--- src/rtl/uart_rx_if.sv ---
`timescale 1ns/1ps
`default_nettype none
// ============================================================================
//  Module   : uart_rx_if
//  Purpose  : Serial line input plus received-byte handshake bundle for
//             uart_rx. The receiver owns the master view. The consumer owns
//             the slave view and also drives the line in a closed loop.
//  Revision : 1.0  initial release
// ============================================================================
interface uart_rx_if;
  logic       rxd;        // serial line, idles high
  logic       rd;         // one-cycle read/acknowledge strobe
  logic [7:0] data;       // received byte / FIFO head
  logic       valid;      // data holds an unread byte
  logic       frame_err;  // sticky: stop bit sampled low
  logic       overrun;    // sticky: a received byte was dropped
  logic       busy;       // a frame is in progress

  modport master (
    input  rxd,
    input  rd,
    output data,
    output valid,
    output frame_err,
    output overrun,
    output busy
  );

  modport slave (
    output rxd,
    output rd,
    input  data,
    input  valid,
    input  frame_err,
    input  overrun,
    input  busy
  );
endinterface
`default_nettype wire

--- src/rtl/uart_rx.sv ---
`timescale 1ns/1ps
`default_nettype none
// ============================================================================
//  Module   : uart_rx
//  Purpose  : 8N1 LSB-first UART receiver with 16x oversampling. It has a
//             2-flop input synchronizer, start glitch rejection, and sticky
//             framing-error and overrun flags.
//  Config   : define UART_RX_FIFO_EN to replace the single holding register
//             with a 2^FIFO_AW-entry receive FIFO.
//  Revision : 1.0  initial release
// ============================================================================
module uart_rx #(
  parameter int DIVISOR = 27,  // system clocks per oversample tick
  parameter int FIFO_AW = 2    // FIFO address width (FIFO build only)
) (
  input wire        clk,
  input wire        rst,
  uart_rx_if.master bus
);

  localparam int              TW   = (DIVISOR > 1) ? $clog2(DIVISOR) : 1;
  localparam logic [TW-1:0]   TMAX = TW'(DIVISOR - 1);

  typedef enum logic [1:0] {
    S_IDLE  = 2'd0,
    S_START = 2'd1,
    S_DATA  = 2'd2,
    S_STOP  = 2'd3
  } state_e;

  logic          sync1_q;
  logic          rx_s_q;
  logic [TW-1:0] tcnt_q;
  logic [TW-1:0] tcnt_d;
  logic          tick;

  state_e        state_q;
  logic [3:0]    scnt_q;
  logic [2:0]    bcnt_q;
  logic [7:0]    shreg_q;
  logic          busy_q;

  logic          stop_sample;
  logic          deliver;
  logic          ferr_set;
  logic          ovr_set;

  logic          frame_err_q;
  logic          overrun_q;

  // Two-flop synchronizer. It resets to the idle (high) line level so reset
  // release cannot look like a start bit.
  always_ff @(posedge clk or posedge rst) begin
    if (rst) begin
      sync1_q <= 1'b1;
      rx_s_q  <= 1'b1;
    end else begin
      sync1_q <= bus.rxd;
      rx_s_q  <= sync1_q;
    end
  end

  // Next value of the free-running oversample divider, and the tick pulse.
  always_comb begin
    tick   = (tcnt_q == TMAX);
    tcnt_d = tick ? '0 : tcnt_q + 1'b1;
  end

  // Oversample divider register.
  always_ff @(posedge clk or posedge rst) begin
    if (rst) begin
      tcnt_q <= '0;
    end else begin
      tcnt_q <= tcnt_d;
    end
  end

  // Receive FSM. Every counter advances only on tick. busy is registered so
  // it changes on the same edge as the state.
  always_ff @(posedge clk or posedge rst) begin
    if (rst) begin
      state_q <= S_IDLE;
      scnt_q  <= '0;
      bcnt_q  <= '0;
      shreg_q <= '0;
      busy_q  <= 1'b0;
    end else if (tick) begin
      case (state_q)
        S_IDLE: begin
          if (!rx_s_q) begin
            state_q <= S_START;
            scnt_q  <= '0;
            busy_q  <= 1'b1;
          end
        end
        S_START: begin
          if (scnt_q == 4'd7) begin
            scnt_q <= '0;
            if (rx_s_q) begin
              // The line went high again before mid-bit, so this was a glitch.
              state_q <= S_IDLE;
              busy_q  <= 1'b0;
            end else begin
              state_q <= S_DATA;
              bcnt_q  <= '0;
            end
          end else begin
            scnt_q <= scnt_q + 4'd1;
          end
        end
        S_DATA: begin
          scnt_q <= scnt_q + 4'd1;
          if (scnt_q == 4'd15) begin
            shreg_q <= {rx_s_q, shreg_q[7:1]};
            bcnt_q  <= bcnt_q + 3'd1;
            if (bcnt_q == 3'd7) begin
              state_q <= S_STOP;
              scnt_q  <= '0;
            end
          end
        end
        S_STOP: begin
          scnt_q <= scnt_q + 4'd1;
          if (scnt_q == 4'd15) begin
            state_q <= S_IDLE;
            busy_q  <= 1'b0;
          end
        end
        default: begin
          state_q <= S_IDLE;
          busy_q  <= 1'b0;
        end
      endcase
    end
  end

  // Stop-bit sample decode. A good stop delivers the byte. A bad stop
  // discards the byte and flags a framing error.
  always_comb begin
    stop_sample = (state_q == S_STOP) && tick && (scnt_q == 4'd15);
    deliver     = stop_sample && rx_s_q;
    ferr_set    = stop_sample && !rx_s_q;
  end

`ifdef UART_RX_FIFO_EN

  localparam int               DEPTH    = 1 << FIFO_AW;
  localparam logic [FIFO_AW:0] DEPTH_CT = (FIFO_AW + 1)'(DEPTH);

  logic [7:0]         mem_q [DEPTH];
  logic [FIFO_AW-1:0] wptr_q;
  logic [FIFO_AW-1:0] rptr_q;
  logic [FIFO_AW:0]   count_q;
  logic               full;
  logic               pop;
  logic               push;

  // A pop frees a slot in the same cycle, so a full FIFO still accepts a
  // byte that arrives together with rd.
  always_comb begin
    full    = (count_q == DEPTH_CT);
    pop     = bus.rd && (count_q != '0);
    push    = deliver && (!full || pop);
    ovr_set = deliver && full && !pop;
  end

  // FIFO storage, pointers and occupancy. Both pointers wrap modulo depth.
  always_ff @(posedge clk or posedge rst) begin
    if (rst) begin
      for (int i = 0; i < DEPTH; i++) begin
        mem_q[i] <= '0;
      end
      wptr_q  <= '0;
      rptr_q  <= '0;
      count_q <= '0;
    end else begin
      if (push) begin
        mem_q[wptr_q] <= shreg_q;
        wptr_q        <= wptr_q + 1'b1;
      end
      if (pop) begin
        rptr_q <= rptr_q + 1'b1;
      end
      case ({push, pop})
        2'b10:   count_q <= count_q + 1'b1;
        2'b01:   count_q <= count_q - 1'b1;
        default: count_q <= count_q;
      endcase
    end
  end

  assign bus.data  = mem_q[rptr_q];
  assign bus.valid = (count_q != '0);

`else

  logic [7:0]       data_q;
  logic             valid_q;
  logic [FIFO_AW:0] unused_fifo_aw;

  assign unused_fifo_aw = '0;

  // A new byte is dropped only when the holding register is full and not
  // being read in the same cycle.
  always_comb begin
    ovr_set = deliver && valid_q && !bus.rd;
  end

  // Single holding register. A read in the same cycle as a delivery makes
  // room for the new byte.
  always_ff @(posedge clk or posedge rst) begin
    if (rst) begin
      data_q  <= '0;
      valid_q <= 1'b0;
    end else if (deliver && (!valid_q || bus.rd)) begin
      data_q  <= shreg_q;
      valid_q <= 1'b1;
    end else if (bus.rd) begin
      valid_q <= 1'b0;
    end
  end

  assign bus.data  = data_q;
  assign bus.valid = valid_q;

`endif

  // Sticky status flags. rd clears them, but a set event in the same cycle
  // takes priority.
  always_ff @(posedge clk or posedge rst) begin
    if (rst) begin
      frame_err_q <= 1'b0;
      overrun_q   <= 1'b0;
    end else begin
      if (ferr_set) begin
        frame_err_q <= 1'b1;
      end else if (bus.rd) begin
        frame_err_q <= 1'b0;
      end
      if (ovr_set) begin
        overrun_q <= 1'b1;
      end else if (bus.rd) begin
        overrun_q <= 1'b0;
      end
    end
  end

  assign bus.frame_err = frame_err_q;
  assign bus.overrun   = overrun_q;
  assign bus.busy      = busy_q;

endmodule
`default_nettype wire

--- src/flat_wrapper.sv ---
// flat-port wrapper written by rule: the top's interface ports become plain ports
module uart_rx_flat 
#(
  parameter int DIVISOR = 27,                                      
  parameter int FIFO_AW = 2                                           
)
  (clk, rst, bus_rxd, bus_rd, bus_data, bus_valid, bus_frame_err, bus_overrun, bus_busy);
  uart_rx_if bus_i ();
  input wire clk;
  input wire rst;
  input wire logic [$bits(bus_i.rxd)-1:0] bus_rxd;
  input wire logic [$bits(bus_i.rd)-1:0] bus_rd;
  output wire logic [$bits(bus_i.data)-1:0] bus_data;
  output wire logic [$bits(bus_i.valid)-1:0] bus_valid;
  output wire logic [$bits(bus_i.frame_err)-1:0] bus_frame_err;
  output wire logic [$bits(bus_i.overrun)-1:0] bus_overrun;
  output wire logic [$bits(bus_i.busy)-1:0] bus_busy;
  assign bus_i.rxd = bus_rxd;
  assign bus_i.rd = bus_rd;
  assign bus_data = bus_i.data;
  assign bus_valid = bus_i.valid;
  assign bus_frame_err = bus_i.frame_err;
  assign bus_overrun = bus_i.overrun;
  assign bus_busy = bus_i.busy;
  uart_rx #(.DIVISOR(DIVISOR), .FIFO_AW(FIFO_AW)) u_core (.clk(clk), .rst(rst), .bus(bus_i));
endmodule
--- config.mk ---
export PLATFORM = sky130hd
export DESIGN_NAME = uart_rx_flat
export DESIGN_NICKNAME = d
export VERILOG_FILES = /design/src/rtl/uart_rx_if.sv /design/src/rtl/uart_rx.sv /design/src/flat_wrapper.sv
export SDC_FILE = /design/constraint.sdc
export NUM_CORES = 1
export LEC_CHECK = 0
export BUFFER_PORTS_ARGS = -buffer_cell sky130_fd_sc_hd__buf_2
export CAP_MARGIN = 20
export CORE_MARGIN = 3
export CORE_UTILIZATION = 50
export CTS_CLUSTER_SIZE = 20
export DETAILED_ROUTE_END_ITERATION = 8
export PLACE_DENSITY_LB_ADDON = 0.08
export SLEW_MARGIN = 20
export SYNTH_ARGS = -nofsm -noshare
export SYNTH_HDL_FRONTEND = slang
export SYNTH_SLANG_ARGS = --single-unit
--- constraint.sdc ---
create_clock -name clk -period 2.2 [get_ports clk]
set_clock_uncertainty 0.2 [all_clocks]
set_input_delay 0.44 -clock clk [delete_from_list [all_inputs] [get_ports clk]]
set_output_delay 0.44 -clock clk [all_outputs]
set_load 0.1 [all_outputs]
==> results.json, run 1 <==
{
  "status": "finished clean",
  "hold_class": "in2reg",
  "die_area_mm2": 0.004051,
  "dpl.hpwl_um": 2111,
  "rows": 20,
  "grt_antenna_before_repair": 0,
  "gr-total-overflow": 0,
  "clk_latency_ns": 0.35,
  "final_cell_area_mm2": 0.001937,
  "setup_tns_ns": 0,
  "pwr-share-seq_pct": 56.8,
  "layout.nets": 167,
  "startpoint": "u_core.tcnt_q[0]",
  "setup_slack_ns": 0.1290,
  "worst-path-max-fanout": 8,
  "yosysMostFrequentCell": "dfrtp_1",
  "crit_type": "reg2reg",
  "powerDensity_mw_per_mm2": 608.8,
  "power.share.combinational_pct": 3.6,
  "gp_congestion": 0.7736,
  "grt_use_met1_pct": 21.60,
  "dpl_cell_area_mm2": 0.001837,
  "intPower_uw": 916.6,
  "clock_sinks": 36,
  "arrival_ns": 2.10,
  "die_w_um": 63.65,
  "holdCritStartpoint": "bus_rd",
  "ant_nets": 0,
  "synth_cell_types": 44,
  "syn_area_mm2": 0.001662,
  "grt_pass1_wl_um": 5168,
  "wl_per_cell_um": 14.89,
  "async_reset_ff_share_pct": 100.0,
  "fin_crit_ns": 2.071,
  "synth-seq-cells": 36,
  "cp.required_ns": 2.23,
  "busiest_layer": "met2",
  "whs_ns": 0.1008,
  "synth_common_cells": "dfrtp_1 (34), mux2_2 (19), nor2_1 (8)",
  "tritoncts": "built",
  "max_freq_mhz": 482.9,
  "cpPeakStageDelay_ns": 0.43,
  "grt_max_degree": 37,
  "cp-end-kind": "register",
  "start_kind": "register",
  "numCtsBuffers": 5,
  "start_util_pct": 53.55,
  "timing.rr.start": "u_core.tcnt_q[0]",
  "syn_inst": 130,
  "grt_pass1_vias": 1070,
  "core_area_mm2": 0.003103,
  "clkTransAtPathRegs_ns": 0.11,
  "vias_per_cell": 5.438,
  "drive_gt1_share_pct": 37.11,
  "maxSlewViolCount": 0,
  "cts_hold_buffers": 2,
  "crit_path_top_delay_cell": "dfrtp_1",
  "htreeDepth": 2,
  "setup_viol": 0,
  "portBuffers": 15,
  "worst_pin_slew_ns": 0.4948,
  "area.growth.synth_to_final_pct": 16.57,
  "switchingPower_uw": 262.6,
  "synth_warnings": 0,
  "synth_largest_area_cell": "dfrtp_1",
  "ir_drop_v": 0.0003742,
  "cap_violations": 0,
  "post_cts_buffers": 0,
  "drtPass1Iterations": 4,
  "synth_seq_area_share_pct": 54.37,
  "route.detailed.drc": 0,
  "use_met2_pct": 25.68,
  "synth_ff_type": "dfrtp_1",
  "grtUsageMet3_pct": 5.348,
  "min_period_over_period_pct": 94.13,
  "ioPinCount": 16,
  "path_cells": "inv_1, ha_1, nand4b_4, a2111oi_4, buf_4, mux2_2",
  "p_leak_uw": 0.0009455,
  "switching_share_pct": 22.27,
  "pre_cts_slack_ns": 0.1386,
  "ys_top_cells_by_area": "dfrtp_1 (51%), mux2_2 (13%), ha_1 (3.8%), dfstp_2 (3.2%), nor2_1 (1.8%)",
  "rsz0062_at_grt": "false",
  "grt_util_all_layers_pct": 16.72,
  "dieHeight_um": 63.65,
  "routed_wl_um": 3022,
  "cts_resized": 0,
  "avgSynthCellArea_um2": 12.78,
  "synth_edf_count": 0,
  "cts_root_buf": "clkbuf_4",
  "n_antenna_cell": 0,
  "pwr-share-clk_pct": 39.6,
  "synth_top_area_share_pct": 51.20,
  "timing.slew.headroom_pct": 67.24,
  "cts_buffer_depth": 2,
  "first_iter_violations": 69,
  "hold_violations": 0,
  "synth_nets": 139,
  "num_vias": 1104
}
==> metal layers <==
| layer | wire length, um | vias up |
|---|---|---|
| li1 | - | 533 |
| met1 | 1413 | 548 |
| met2 | 1418 | 15 |
| met3 | 126 | 8 |
| met4 | 62 | 0 |
| met5 | 0 | - |
==> cell usage in the layout, fill, tap and decap left out, types with 2 or more instances in the layout <==
cell type,instances
dfrtp_1,34
mux2_2,19
buf_2,15
buf_4,10
nor2_1,8
inv_1,6
nand3_1,5
ha_1,5
clkbuf_4,5
o2bb2ai_1,3
and3_1,3
and2_1,2
nand2b_1,2
nor2b_1,2
a21oi_1,2
nand4b_1,2
o21ai_0,2
nor4_1,2
dlygate4sd3_1,2
dfstp_2,2
==> final timing paths <==
path,to,slack (ns),cells past startpoint
min,u_core.bus.valid,0.10,2
max in group asynchronous,u_core.rx_s_q,0.92,4
min reg2reg,u_core.rx_s_q,0.17,0
max reg2reg,u_core.bus.data[7],0.13,6
min in group asynchronous,u_core.bus.data[2],0.51,4
max,u_core.bus.data[7],0.13,6
==> per-stage QoR <==
| stage | total power [uW] | instances | util [%] |
|---|---|---|---|
| after CTS | 1189 | 203 | 62.42 |
| after floorplan | 709.5 | 130 | - |
| after global routing | 1228 | 203 | 62.42 |
| after global placement | 722.4 | 193 | 59.19 |
| final | 1179 | 203 | 62.42 |
| after detailed placement | 723.2 | 193 | 59.19 |
==> power groups by stage <==
stage	clock (uW)	sequential (uW)	combinational, uW
2_1_floorplan	0	689	20.9
3_3_place_gp	0	682	39.9
3_5_place_dp	0	683	40.4
4_1_cts	476	670	43.4
5_1_grt	510	671	47.4
6_report	467	670	42.6
==> cell type report <==
| cell class | count | area, um^2 |
|---|---|---|
| clock inverter | 3 | 42.54 |
| fill | 260 | 1166 |
| inverter | 6 | 22.52 |
| clock buffer | 5 | 37.54 |
| tap | 44 | 55.05 |
| timing repair buffer | 27 | 170.2 |
| multi-input combinational | 82 | 705.7 |
| sequential | 36 | 903.4 |
==> kinds of logic (layout without fill, tap and decap cells) <==
| group | count (synthesis) | count (layout) | synth area share [%] |
|---|---|---|---|
| XOR/XNOR | 2 | 2 | 1.054 |
| AO/OA/AOI/OAI | 21 | 21 | 11.15 |
| flip-flops | 36 | 36 | 54.37 |
| AND/OR/NAND/NOR | 34 | 34 | 13.03 |
| adder cells (fa/ha/maj) | 5 | 5 | 3.765 |
| buffers and inverters | 12 | 41 | 3.163 |
| multiplexers | 20 | 20 | 13.48 |
==> registers in the layout (all words and copies together) (netlist names), named ones only <==
register,cells
u_core.bus.data,8
u_core.shreg_q,8
u_core.tcnt_q,5
u_core.scnt_q,4
u_core.bcnt_q,3
u_core.bus.busy,1
u_core.bus.frame_err,1
u_core.bus.overrun,1
u_core.bus.valid,1
u_core.rx_s_q,1
u_core.state_q,1
u_core.sync1_q,1
==> worst max-delay path, delay by kind of cell, from the launching register on <==
family | cells | cell delay [ns]
compound gates | 1 | 0.33
fa+ha+maj | 1 | 0.22
buf+inv | 2 | 0.29
flops | 1 | 0.43
mux | 1 | 0.34
simple gates | 1 | 0.14
No activity file was read; power rests on OpenSTA's default activity.
==> run 2, diff against run 1 <==
--- a/config.mk
+++ b/config.mk
@@ -7,6 +7,7 @@
 export LEC_CHECK = 0
 export BUFFER_PORTS_ARGS = -buffer_cell sky130_fd_sc_hd__buf_2
 export CAP_MARGIN = 20
+export CORE_ASPECT_RATIO = 1.5
 export CORE_MARGIN = 3
 export CORE_UTILIZATION = 50
 export CTS_CLUSTER_SIZE = 20
==> constraint.sdc (replaced) <==
create_clock -name clk -period 2.2 [get_ports clk]
set_clock_uncertainty 0.2 [all_clocks]
set_input_delay 0.44 -clock clk [delete_from_list [all_inputs] [get_ports clk]]
set_output_delay 0.44 -clock clk [all_outputs]
set_load 0.05 [all_outputs]
==> run 2 against run 1 <==
Compared with the run above: combinational power shrank 16%; largest power group unchanged; power shrank 3.2%; routed wire length shrank 3.8%; critical endpoint is now u_core.bus.data[5]; cell count shrank 3.4%; sequential cell count is the same; global-route usage grew 0.41 points.
==> results.json, run 2 (same netlist as run 1, synthesis figures left out) <==
{
  "path_cells": "ha_1, nand3_1, a2111oi_4, buf_4, mux2_2",
  "grt_pass1_vias": 1187,
  "grt_max_degree": 37,
  "rows": 25,
  "cp.required_ns": 2.16,
  "cp-end-kind": "register",
  "fillers": 274,
  "cts_buffer_depth": 2,
  "reg2reg_depth": 5,
  "fin_cells": 196,
  "setup_tns_ns": 0,
  "num_vias": 1099,
  "gr-total-overflow": 0,
  "core_area_mm2": 0.003159,
  "wl_per_cell_um": 14.84,
  "rsz0062_at_grt": "false",
  "first_iter_violations": 44,
  "ioPinCount": 16,
  "drtPass1Iterations": 4,
  "die_w_um": 53.07,
  "final_cell_mix": "dfrtp_1 (34), mux2_2 (19), buf_2 (15)",
  "arrival_ns": 2.05,
  "worst_pin_slew_ns": 0.4381,
  "setup_viol": 0,
  "timing.slew.headroom_pct": 70.80,
  "clock_sinks": 36,
  "mostFrequentLayoutCell": "dfrtp_1",
  "fin_crit_ns": 2.090,
  "hold_violations": 0,
  "cts_hold_buffers": 0,
  "cpPeakStageDelay_ns": 0.40,
  "route.detailed.drc": 0,
  "powerDensity_mw_per_mm2": 598.9,
  "crit_path_top_delay_cell": "dfrtp_1",
  "clk_latency_ns": 0.28,
  "cts_resized": 0,
  "n_antenna_cell": 0,
  "ant_nets": 0,
  "grt_antenna_before_repair": 0,
  "start_kind": "register",
  "min_period_over_period_pct": 95.00,
  "clkTransAtPathRegs_ns": 0.07,
  "maxSlewViolCount": 0,
  "numCtsBuffers": 5,
  "die_area_mm2": 0.004065,
  "crit_type": "reg2reg",
  "tritoncts": "built",
  "ir_drop_v": 0.0004533,
  "dieHeight_um": 76.60,
  "htreeDepth": 2,
  "hold_class": "in2async",
  "start_util_pct": 52.59,
  "reg2reg_to": "u_core.bus.data[5]",
  "dpl.hpwl_um": 2176,
  "drive_gt1_share_pct": 35.90,
  "layout.nets": 164,
  "vias_per_cell": 5.607,
  "timing.rr.start": "u_core.scnt_q[0]",
  "cts_root_buf": "clkbuf_8",
  "routed_wl_um": 2908,
  "cap_violations": 0,
  "grt_util_all_layers_pct": 17.13,
  "startpoint": "u_core.scnt_q[0]",
  "grt_pass1_wl_um": 5147,
  "status": "finished clean",
  "gp_congestion": 0.8197,
  "post_cts_buffers": 0,
  "p_leak_uw": 0.0009340,
  "area.growth.synth_to_final_pct": 14.68,
  "rrSetupSlack_ns": 0.11,
  "portBuffers": 15,
  "place.detailed.instances": 188,
  "max_freq_mhz": 478.5,
  "worst-path-max-fanout": 8
}
run 2: cell types whose count changed in the layout (fill, tap and decap cells not counted):
| cell | previous run | this run |
|---|---|---|
| bufinv_16 | 1 | 0 |
| clkbuf_8 | 0 | 5 |
| clkinvlp_4 | 1 | 0 |
| clkbuf_1 | 0 | 2 |
| buf_4 | 10 | 9 |
| clkbuf_4 | 5 | 0 |
| dlygate4sd3_1 | 2 | 0 |
run 2: worst max path at each step:
stage / to / slack (ns) / cells past startpoint
final: u_core.bus.data[5] / 0.11 / 5
after global routing: u_core.bus.data[1] / 0.009 / 5
after CTS: u_core.bus.data[5] / 0.08 / 5
after detailed placement: u_core.bus.data[5] / 0.10 / 5
after global placement: u_core.bus.data[7] / 0.16 / 5
after floorplan: u_core.bus.data[0] / 0.15 / 5
run 2: cell type report:
cell class / count / area (um^2) / area share, %
tap: 40 / 50.05 / 2.626
inverter: 6 / 22.52 / 1.182
timing repair buffer: 24 / 142.6 / 7.485
multi-input combinational: 82 / 705.7 / 37.03
clock buffer: 7 / 76.32 / 4.005
sequential: 36 / 903.4 / 47.41
clock inverter: 1 / 5.005 / 0.2626
run 2: worst max-delay path, delay by kind of cell, from the launching register on:
family	cells	cell delay, ns
AO/OA/AOI/OAI	1	0.32
adder cells (fa/ha/maj)	1	0.26
buffers and inverters	1	0.22
flip-flops	1	0.40
multiplexers	1	0.35
AND/OR/NAND/NOR	1	0.22
run 2: report_power, final:
part | switching, uW | leakage [uW] | internal, uW | total, uW
Clock | 214 | 0.0000422 | 222 | 436
Combinational | 24.8 | 0.000415 | 10.9 | 35.7
Sequential | 2.76 | 0.000477 | 667 | 670
run 2: through the flow:
stage	power [uW]	util, %	hold slack, ns	setup WS [ns]	instance area (um^2)
after CTS	1163	60.32	0.04620	0.08452	1906
final	1141	60.32	0.04999	0.1099	1906
after global routing	1195	60.32	0.05324	0.008568	1906
after global placement	718.3	57.74	0.1468	0.1641	1824
after floorplan	705.9	-	0.1452	0.1453	1662
after detailed placement	719.0	57.74	0.1527	0.1044	1824
run 2: metal layers:
layer	share of wire (%)	up-vias	GRT usage, %
met3	3.4	7	4.110
met5	0	-	0
li1	-	524	-
met1	41	551	19.15
met4	2.5	0	9.463
met2	53	17	28.61
